--- src/rtl/demux14_reg.sv ---
// ---------------------------------------------------------------------------
// demux14_reg
//   1-to-4 registered demultiplexer with valid/ready handshakes. One WIDTH-bit
//   word per transfer is taken from a single producer and steered to one of
//   four consumer channels chosen by sel. Each channel owns a one-entry output
//   register, so a stalled consumer only blocks words aimed at its channel.
//
// Ports
//   clk         in   1      rising-edge clock
//   reset       in   1      synchronous, active-low reset (0 = reset)
//   in_valid    in   1      producer presents a word on din/sel
//   in_ready    out  1      word is accepted this cycle (combinational)
//   sel         in   2      destination channel 0..3
//   din         in   WIDTH  data word
//   dout_0..3   out  WIDTH  per-channel data registers
//   dout_valid  out  4      bit n: channel n holds an undelivered word
//   dout_ready  in   4      bit n: consumer n takes its word this cycle
//   xfer_cnt    out  CNT_W  accepted-word counter, wraps silently
// ---------------------------------------------------------------------------
module demux14_reg #(
    parameter int WIDTH = 32,
    parameter int CNT_W = 16
) (
    input  logic             clk,
    input  logic             reset,
    input  logic             in_valid,
    output logic             in_ready,
    input  logic [1:0]       sel,
    input  logic [WIDTH-1:0] din,
    output logic [WIDTH-1:0] dout_0,
    output logic [WIDTH-1:0] dout_1,
    output logic [WIDTH-1:0] dout_2,
    output logic [WIDTH-1:0] dout_3,
    output logic [3:0]       dout_valid,
    input  logic [3:0]       dout_ready,
    output logic [CNT_W-1:0] xfer_cnt
);

    typedef enum logic {
        CH_EMPTY = 1'b0,
        CH_FULL  = 1'b1
    } ch_state_t;

    ch_state_t        r_state [4];
    logic [WIDTH-1:0] r_data  [4];
    logic [CNT_W-1:0] r_cnt;

    logic [3:0] w_sel_oh;
    logic [3:0] w_drain;
    logic [3:0] w_load;
    logic       w_accept;

    always_comb begin
        dout_valid = '0;
        for (int unsigned n = 0; n < 4; n++) begin
            dout_valid[n] = (r_state[n] == CH_FULL);
        end
    end

    // Readiness looks only at the addressed channel: free, or emptying now.
    assign in_ready = reset & (~dout_valid[sel] | dout_ready[sel]);
    assign w_accept = in_valid & in_ready;
    assign w_sel_oh = 4'b0001 << sel;
    assign w_load   = w_sel_oh & {4{w_accept}};
    assign w_drain  = dout_valid & dout_ready;

    always_ff @(posedge clk) begin
        if (!reset) begin
            for (int unsigned n = 0; n < 4; n++) begin
                r_state[n] <= CH_EMPTY;
                r_data[n]  <= '0;
            end
            r_cnt <= '0;
        end else begin
            for (int unsigned n = 0; n < 4; n++) begin
                // Load wins over drain: a simultaneous drain and load keeps
                // the channel FULL with the new word (pass-through, no bubble).
                if (w_load[n]) begin
                    r_state[n] <= CH_FULL;
                    r_data[n]  <= din;
                end else if (w_drain[n]) begin
                    r_state[n] <= CH_EMPTY;
                end
            end
            if (w_accept) begin
                r_cnt <= r_cnt + 1'b1;
            end
        end
    end

    assign dout_0   = r_data[0];
    assign dout_1   = r_data[1];
    assign dout_2   = r_data[2];
    assign dout_3   = r_data[3];
    assign xfer_cnt = r_cnt;

endmodule

--- config.mk ---
export PLATFORM = sky130hd
export DESIGN_NAME = demux14_reg
export DESIGN_NICKNAME = d
export VERILOG_FILES = /design/src/rtl/demux14_reg.sv
export SDC_FILE = /design/constraint.sdc
export NUM_CORES = 1
export LEC_CHECK = 0
export ABC_AREA = 1
export BUFFER_PORTS_ARGS = -buffer_cell sky130_fd_sc_hd__buf_2
export CORE_ASPECT_RATIO = 0.75
export CORE_MARGIN = 2
export CORE_UTILIZATION = 46
export DETAILED_ROUTE_END_ITERATION = 10
export PLACE_DENSITY = 0.87
export SYNTH_ARGS = -nofsm -noshare
export SYNTH_HDL_FRONTEND = slang
export SYNTH_SLANG_ARGS = --single-unit
export TNS_END_PERCENT = 10
--- constraint.sdc ---
create_clock -name clk -period 2.26 [get_ports clk]
set_input_delay 0 -clock clk [delete_from_list [all_inputs] [get_ports clk]]
set_output_delay 0 -clock clk [all_outputs]
set_load 0.005 [all_outputs]
==> results.cfg, run 1 <==
[finish]
diodes = 0
n_fill_cell = 950
drive_gt1_share_pct = 34.8
area_growth_pct = 34.0
nets = 777
layout_commonest_cell = buf_2
final-seq-area_sq_um = 4250
multi_input_area_sq_um = 1320
mostFrequentLayoutCells = 189 x buf_2, 129 x edfxtp_1, 127 x nor2_1, 79 x nand2_1, 45 x inv_1
fin_util_pct = 64.0

[global_route]
grtUsageTotal_pct = 22.4
grt_pass1_vias = 4322
grt_max_degree = 34
grt_pass1_wl_mm = 23.0
overflow = 0
antenna_found_initial = 0

[die]
dieArea_sq_um = 13900
io_pins = 190
initial_core_util_pct = 47.7
core-area_sq_um = 12500
die_w_microns = 135
rows = 35
die_y_microns = 103

[worst_setup_path]
critPathCaptureType = register
required_ps = 2360
reg2reg_from = r_state[3]$_SDFFCE_PP0P_
arrival_ps = 2070
critPathKind = reg -> reg
r2r_cells = 10
ff2ff_setup_slack_ps = 290
worstReg2RegEnd = r_data[3][23]$_SDFFCE_PN0P_
worstPathMaxFanout = 30
start_kind = register

[worst_hold_path]
hold_class = in -> reg
min_from = reset
worst_hold_path.num_cells = 5
min_to = xfer_cnt[9]$_SDFFE_PN0P_

[yosys]
ys_ff_latch = 148
synth_fp_nets = 543
yosys_warnings = 0
syn_area_per_cell_sq_um = 11.9
netlist_area_sq_um = 5960
synth_cells = 501
ys_seq_area_share_pct = 71.4
synth_cell_types = 25

[clock_network]
insertion_delay_ps = 410
clk_pin_slew_ps = 60
cts-root-buf = clkbuf_16
cts_sinks = 148
cts_tree = done
cts_max_level = 4
numCtsBuffers = 17
clock_path_buffers = 2

[drt]
drt_iter0_markers = 353
routedWlPerCell_microns = 16.8
dr_total_vias = 4546
drtPass1Iterations = 6
wl_mm = 15.3
avgViaCountPerCell = 4.97
antenna_left = 0
drc = 0

[sta]
fin_worst_skew_ps = 9.55
setup-violations-final = 0
finalHoldViolCount = 0
rsz0062_at_grt = false
max_slew_margin_pct = 69.4
timing.final.crit_share_pct = 87.1
fmax_ghz = 0.508
period_needed_ps = 1970
setup_slack_ps = 291
slew_violations = 0
worst_pin_slew_ps = 459

[placement]
dp_slack_ps = 293
gp_congestion = 0.818
place_hpwl_mm = 9.80
io_buffers = 189

[power]
p_leak_uw = 0.00369
power_density_nw_per_um2 = 784
ir_worst_vdd_mv = 0.511

[run_status]
status = complete, no violations

[job]
max-cap-violations = 0
## cell usage after synthesis
cell	number	share of area [%]
a21oi_1	14	1.2
and2_1	2	0.21
buf_2	2	0.17
buf_4	6	0.76
buf_6	13	2.5
clkbuf_1	2	0.13
dfxtp_1	19	6.4
edfxtp_1	129	65
ha_1	1	0.21
inv_1	45	2.8
inv_4	2	0.21
nand2_1	80	5.0
nand2_4	2	0.38
nand3_1	11	0.92
nand3_2	1	0.17
nand3_4	4	1.2
nand3b_1	5	0.63
nand4_1	6	0.63
nor2_1	127	8.0
nor2_2	17	1.8
nor2_8	1	0.34
nor3_1	1	0.084
o21ai_0	5	0.42
xnor2_1	2	0.29
xor2_1	4	0.59
## per-layer routing
metal,up-vias,GRT usage (%),share of wire [%]
met5,-,0,0
met4,0,10.8,3.1
met3,35,5.46,7.9
met2,266,36.1,49
met1,2130,29.0,40
li1,2115,-,-
## cells by family after synthesis
kind of cell               share of synthesized area (%)
xor gates and xnor gates                           0.882
AOI/OAI and AO/OA                                   1.60
DFF                                                 71.4
and+or+nand+nor                                     19.4
buffers and inverters                               6.55
adders and majority gates                          0.210
## per-stage QoR
step	hold WS, ps	instance area [sq um]	power [uW]	cells	setup TNS, ps
global route	50.2	7980	6470	914	0
floorplan	111	5960	3360	501	-7710
finish	40.8	7980	6260	914	0
CTS	27.6	7980	6280	914	0
detailed placement	216	7050	3570	845	0
global placement	222	7050	3560	845	0
## power by group
group / internal [uW] / total (uW) / switching [uW]
clock: 1460 / 2690 / 1230
sequential: 3080 / 3120 / 38.8
combinational: 185 / 452 / 267
## worst max-delay path, cell delays in order (launching register included)
cell,delay [ps]
edfxtp_1,420
nand2_1,90
nand2_1,50
nand2_1,50
nand2_1,80
nand2_4,120
nand2_4,80
nor2_8,260
nand3_4,120
nand2_2,130
buf_12,230
## layout make-up
class / instances / share of cell area [%]
sequential: 148 / 53.3
timing repair buffer: 238 / 18.2
multi-input combinational: 283 / 16.5
clock buffer: 18 / 5.38
tap: 166 / 2.60
inverter: 47 / 2.27
clock inverter: 14 / 1.72
## registers in the layout, summed over array words and instances, names as in the netlist
signal and flops:
r_data 128, r_state 4, xfer_cnt 16
## repair_timing
item,in CTS,in global routing
endpoints found under the hold margin,134,0
resized for setup,0,0
hold buffers,37,0
buffers inserted,0,0
## worst max path at each step
| stage | start | endpoint | cells past startpoint |
|---|---|---|---|
| 6_report | r_state[3]$_SDFFCE_PP0P_ | r_data[3][23]$_SDFFCE_PN0P_ | 10 |
| 5_1_grt | r_state[3]$_SDFFCE_PP0P_ | r_data[3][23]$_SDFFCE_PN0P_ | 10 |
| 4_1_cts | r_state[3]$_SDFFCE_PP0P_ | r_data[3][23]$_SDFFCE_PN0P_ | 10 |
| 3_5_place_dp | r_state[3]$_SDFFCE_PP0P_ | r_data[3][10]$_SDFFCE_PN0P_ | 10 |
| 3_3_place_gp | r_state[3]$_SDFFCE_PP0P_ | r_data[3][0]$_SDFFCE_PN0P_ | 10 |
| 2_1_floorplan | r_state[3]$_SDFFCE_PP0P_ | r_data[0][0]$_SDFFCE_PN0P_ | 10 |
(Power assumes the default switching activity.)
==> inputs of run 2 (changes only) <==
--- a/config.mk
+++ b/config.mk
@@ -8,10 +8,10 @@
 export ABC_AREA = 1
 export BUFFER_PORTS_ARGS = -buffer_cell sky130_fd_sc_hd__buf_2
 export CORE_ASPECT_RATIO = 0.75
-export CORE_MARGIN = 2
-export CORE_UTILIZATION = 46
+export CORE_UTILIZATION = 48
+export CTS_BUF_LIST = sky130_fd_sc_hd__clkbuf_8
 export DETAILED_ROUTE_END_ITERATION = 10
-export PLACE_DENSITY = 0.87
+export PLACE_DENSITY = 0.9
 export SYNTH_ARGS = -nofsm -noshare
 export SYNTH_HDL_FRONTEND = slang
 export SYNTH_SLANG_ARGS = --single-unit
==> results.cfg, run 2 (same netlist as run 1, synthesis figures left out) <==
[run_status]
status = complete, no violations

[global_route]
overflow = 0
grt_max_degree = 34
antenna_found_initial = 0
grtUsageTotal_pct = 23.7
grt_pass1_wl_mm = 22.5
grt_pass1_vias = 4401

[power]
seqPwrFrac_pct = 55.1
intPower_uw = 4270
p_leak_uw = 0.00362
pwr-share-comb_pct = 8.0
ir_worst_vdd_mv = 0.680
switching_share_pct = 24.3
power_density_nw_per_um2 = 722
switching_power_uw = 1370
clock_power_share_pct = 36.9

[drt]
drt_iter0_markers = 353
dr_total_vias = 4527
drtPass1Iterations = 5
avgViaCountPerCell = 4.97
drc = 0
wl_mm = 14.8
antenna_left = 0
routedWlPerCell_microns = 16.2

[clock_network]
numCtsBuffers = 17
cts_tree = done
cts.repair.resized = 0
cts_max_level = 4
clock_path_buffers = 2
insertion_delay_ps = 440
clk_pin_slew_ps = 90
cts_sinks = 148
cts-root-buf = clkbuf_8

[worst_setup_path]
critPathCaptureType = register
start_kind = register
required_ps = 2540
critPathKind = reg -> reg
worstPathMaxFanout = 30
arrival_ps = 2280

[placement]
place_hpwl_mm = 9.53
dp_slack_ps = 302
io_buffers = 189
dp.cells = 841
postPlaceCellArea_sq_um = 7030
gp_congestion = 0.848

[finish]
fin_area_sq_um = 7810
mostFrequentLayoutCells = 189 x buf_2, 129 x edfxtp_1, 127 x nor2_1, 79 x nand2_1, 46 x inv_1
layout_commonest_cell = buf_2
drive_gt1_share_pct = 34.7
multi_input_area_sq_um = 1320
nets = 778
final-seq-area_sq_um = 4250
area_growth_pct = 31.1
diodes = 0
regMostFlops = r_data
largest_register_ffs = 128
fin_cells = 911
n_fill_cell = 887

[die]
dieArea_sq_um = 12900
die_w_microns = 131
core-area_sq_um = 11800
die_y_microns = 98.5
rows = 34
initial_core_util_pct = 50.4
io_pins = 190

[sta]
period_needed_ps = 2000
setup_slack_ps = 263
max_slew_margin_pct = 70.5
worst_pin_slew_ps = 443
fin_worst_skew_ps = 12.3
setup-violations-final = 0
timing.final.crit_share_pct = 88.4
slew_violations = 0
rsz0062_at_grt = false
fmax_ghz = 0.501
finalHoldViolCount = 0

[worst_hold_path]
hold_class = in -> reg

[job]
max-cap-violations = 0
run 2: cell count changes in the layout (fill, tap and decap cells not counted), sizes merged:
cell	before	now
clkinv	4	1
bufinv	0	2
clkbuf	18	17
clkinvlp	2	3
dlygate4sd3	37	38
inv	55	56
run 2: final timing paths:
path,start,endpoint,slack (ps),cells past startpoint
worst max-delay path,r_state[3]$_SDFFCE_PP0P_,r_data[3][6]$_SDFFCE_PN0P_,260,10
worst max register to register,r_state[3]$_SDFFCE_PP0P_,r_data[3][6]$_SDFFCE_PN0P_,260,10
worst min-delay path,sel[0],r_data[3][1]$_SDFFCE_PN0P_,80,3
worst min register to register,r_state[0]$_DFF_P_,r_state[0]$_DFF_P_,490,2
run 2: layout make-up:
cell class	count	share of cell area [%]
well taps	162	2.59
inverters	47	2.32
flip-flops and latches	148	54.5
clock inverters	15	2.18
clock buffers	17	2.99
multi-input cells	283	16.8
repair buffers	239	18.6
run 2: metal layers:
layer | global-route usage (%) | up-vias | routed length, microns
met3 | 6.13 | 44 | 1200
met5 | 0 | - | 0
met2 | 38.8 | 256 | 7120
met1 | 29.0 | 2118 | 5880
li1 | - | 2109 | -
met4 | 12.3 | 0 | 572
run 2: timing repair:
action                                 CTS  global route
hold buffers                            38             0
endpoints found under the hold margin  137             0
buffers inserted                         0             0
run 2: critical path, cell delays in order (launching register included):
cell and delay (ps):
edfxtp_1 420, nand2_1 90, nand2_1 50, nand2_1 60
nand2_1 90, nand2_4 120, nand2_4 80, nor2_8 280
nand3_4 160, buf_4 290, nor2_1 180
run 2: power by group through the flow:
stage	Sequential, uW	Combinational (uW)	Clock [uW]
after global routing	3120	494	2220
after detailed placement	3170	398	0
final	3110	452	2080
after floorplan	3180	174	0
after global placement	3170	388	0
after CTS	3110	451	2080
run 2: per-stage QoR:
stage / hold slack, ps / power (uW) / util [%] / setup TNS, ps
2_1_floorplan: 111 / 3360 / - / -7710
3_3_place_gp: 211 / 3560 / 59.4 / 0
3_5_place_dp: 226 / 3570 / 59.4 / 0
4_1_cts: 55.6 / 5640 / 66.1 / 0
5_1_grt: 70.8 / 5830 / 66.1 / 0
6_report: 81.6 / 5640 / 66.1 / 0
==> inputs of run 3 (changes only) <==
==> constraint.sdc (replaced) <==
create_clock -name clk -period 2.26 [get_ports clk]
set_input_delay 0.226 -clock clk [delete_from_list [all_inputs] [get_ports clk]]
set_output_delay 0.226 -clock clk [all_outputs]
set_load 0.005 [all_outputs]
==> results.cfg, run 3 (same netlist as run 1, synthesis figures left out) <==
[power]
power_density_nw_per_um2 = 729
finalPower_uw = 5430
p_leak_uw = 0.00347
ir_worst_vdd_mv = 0.639

[clock_network]
clk_pin_slew_ps = 100
cts_sinks = 148
cts_max_level = 4
cts.repair.resized = 0
cts-root-buf = clkbuf_8
insertion_delay_ps = 430
numCtsBuffers = 17
clock_path_buffers = 2
cts_tree = done

[drt]
routedWlPerCell_microns = 15.9
drtPass1Iterations = 5
dr_total_vias = 4350
wl_mm = 14.0
avgViaCountPerCell = 4.95
drt_iter0_markers = 284
drc = 0
antenna_left = 0

[finish]
regMostFlops = r_data
mostFrequentLayoutCells = 189 x buf_2, 129 x edfxtp_1, 127 x nor2_1, 79 x nand2_1, 46 x inv_1
n_fill_cell = 953
drive_gt1_share_pct = 36.7
area_growth_pct = 25.0
nets = 746
fin_cells = 879
fin_util_pct = 63.0
multi_input_area_sq_um = 1320
diodes = 0
layout_commonest_cell = buf_2
largest_register_ffs = 128
final-seq-area_sq_um = 4250

[die]
initial_core_util_pct = 50.4
core-area_sq_um = 11800
io_pins = 190
die_y_microns = 98.5
rows = 34
die_w_microns = 131
dieArea_sq_um = 12900

[sta]
setup-violations-final = 0
slew_violations = 0
finalHoldViolCount = 0
period_needed_ps = 1950
max_slew_margin_pct = 67.4
fin_worst_skew_ps = 14.3
rsz0062_at_grt = false
timing.final.crit_share_pct = 86.3
worst_pin_slew_ps = 489
fin_setup_tns_ps = 0
fmax_ghz = 0.513

[worst_setup_path]
worstPathMaxFanout = 12
critPathCaptureType = register
cp_cell_sequence = nand2_1 > nand2_1 > nand2_1 > nand2_1 > nand2_4 > nand2_4 > nor2_8 > nand3_4 > nand2_1 > buf_4
crit_path_top_delay_cell = edfxtp_1
critPathTopFamily = simple AND/OR/NAND/NOR gates
start_kind = register
crit_top_cell = nand2_1
critPathKind = reg -> reg
required_ps = 2400
path_buf_inv = 1
arrival_ps = 2090
slowest_delay_ps = 430
ff2ff_setup_slack_ps = 310

[global_route]
overflow = 0
antenna_found_initial = 0
grt_pass1_wl_mm = 21.1
grt_max_degree = 34
grt_pass1_vias = 4145
grtUsageTotal_pct = 22.4

[worst_hold_path]
hold_class = in -> reg

[placement]
place_hpwl_mm = 9.75
io_buffers = 189
gp_congestion = 0.888
dp.cells = 844

[run_status]
status = complete, no violations

[job]
max-cap-violations = 0
-- run 3: cell types whose count changed in the layout (fill, tap and decap cells not counted), sizes merged --
cell,before,now
dlygate4sd3,38,3
clkinv,1,5
buf,201,204
bufinv,2,0
clkinvlp,3,2
inv,56,55
-- run 3: path summary, 6_finish.rpt --
check / startpoint / endpoint / cells past startpoint
min: in_valid / xfer_cnt[5]$_SDFFE_PN0P_ / 3
max reg2reg: r_state[3]$_SDFFCE_PP0P_ / r_data[1][18]$_SDFFCE_PN0P_ / 10
max: r_state[3]$_SDFFCE_PP0P_ / r_data[1][18]$_SDFFCE_PN0P_ / 10
min reg2reg: r_state[1]$_DFF_P_ / r_state[1]$_DFF_P_ / 2
-- run 3: area by class of cell --
| class | count | share of cell area, % |
|---|---|---|
| Sequential cell | 148 | 57.1 |
| Multi-Input combinational cell | 283 | 17.7 |
| Timing Repair Buffer | 207 | 15.0 |
| Clock buffer | 17 | 3.14 |
| Tap cell | 162 | 2.72 |
| Inverter | 47 | 2.44 |
| Clock inverter | 15 | 1.97 |
-- run 3: power by group --
group / leakage (uW) / switching, uW / total (uW) / internal (uW)
logic: 0.00175 / 255 / 399 / 144
clock network: 0.000190 / 1110 / 1920 / 813
registers: 0.00154 / 35.8 / 3110 / 3070
total: 0.00347 / 1400 / 5430 / 4030
-- run 3: through the flow --
stage | hold slack, ps | instance area, sq um | setup WS (ps)
2_1_floorplan | 337 | 5960 | -87.1
3_3_place_gp | 442 | 7040 | 280
3_5_place_dp | 450 | 7040 | 233
4_1_cts | 94.2 | 7450 | 286
5_1_grt | 108 | 7450 | 117
6_report | 123 | 7450 | 310
-- run 3: tightest hold or removal path: cells and delay by family --
family                 cells  cell delay (ps)
AOI/OAI and AO/OA          1               60
buffers and inverters      1              140
and+or+nand+nor            1               90
-- run 3: metal layers --
| metal | part of all wire [%] | track usage [%] |
|---|---|---|
| met5 | 0 | 0 |
| met4 | 1.4 | 9.02 |
| met3 | 5.9 | 5.16 |
| met2 | 49 | 37.0 |
| met1 | 43 | 28.6 |
-- run 3: repair_timing --
action,4_1_cts,5_1_grt
hold buffers,3,0
setup buffers,0,0
endpoints found under the hold margin,3,0
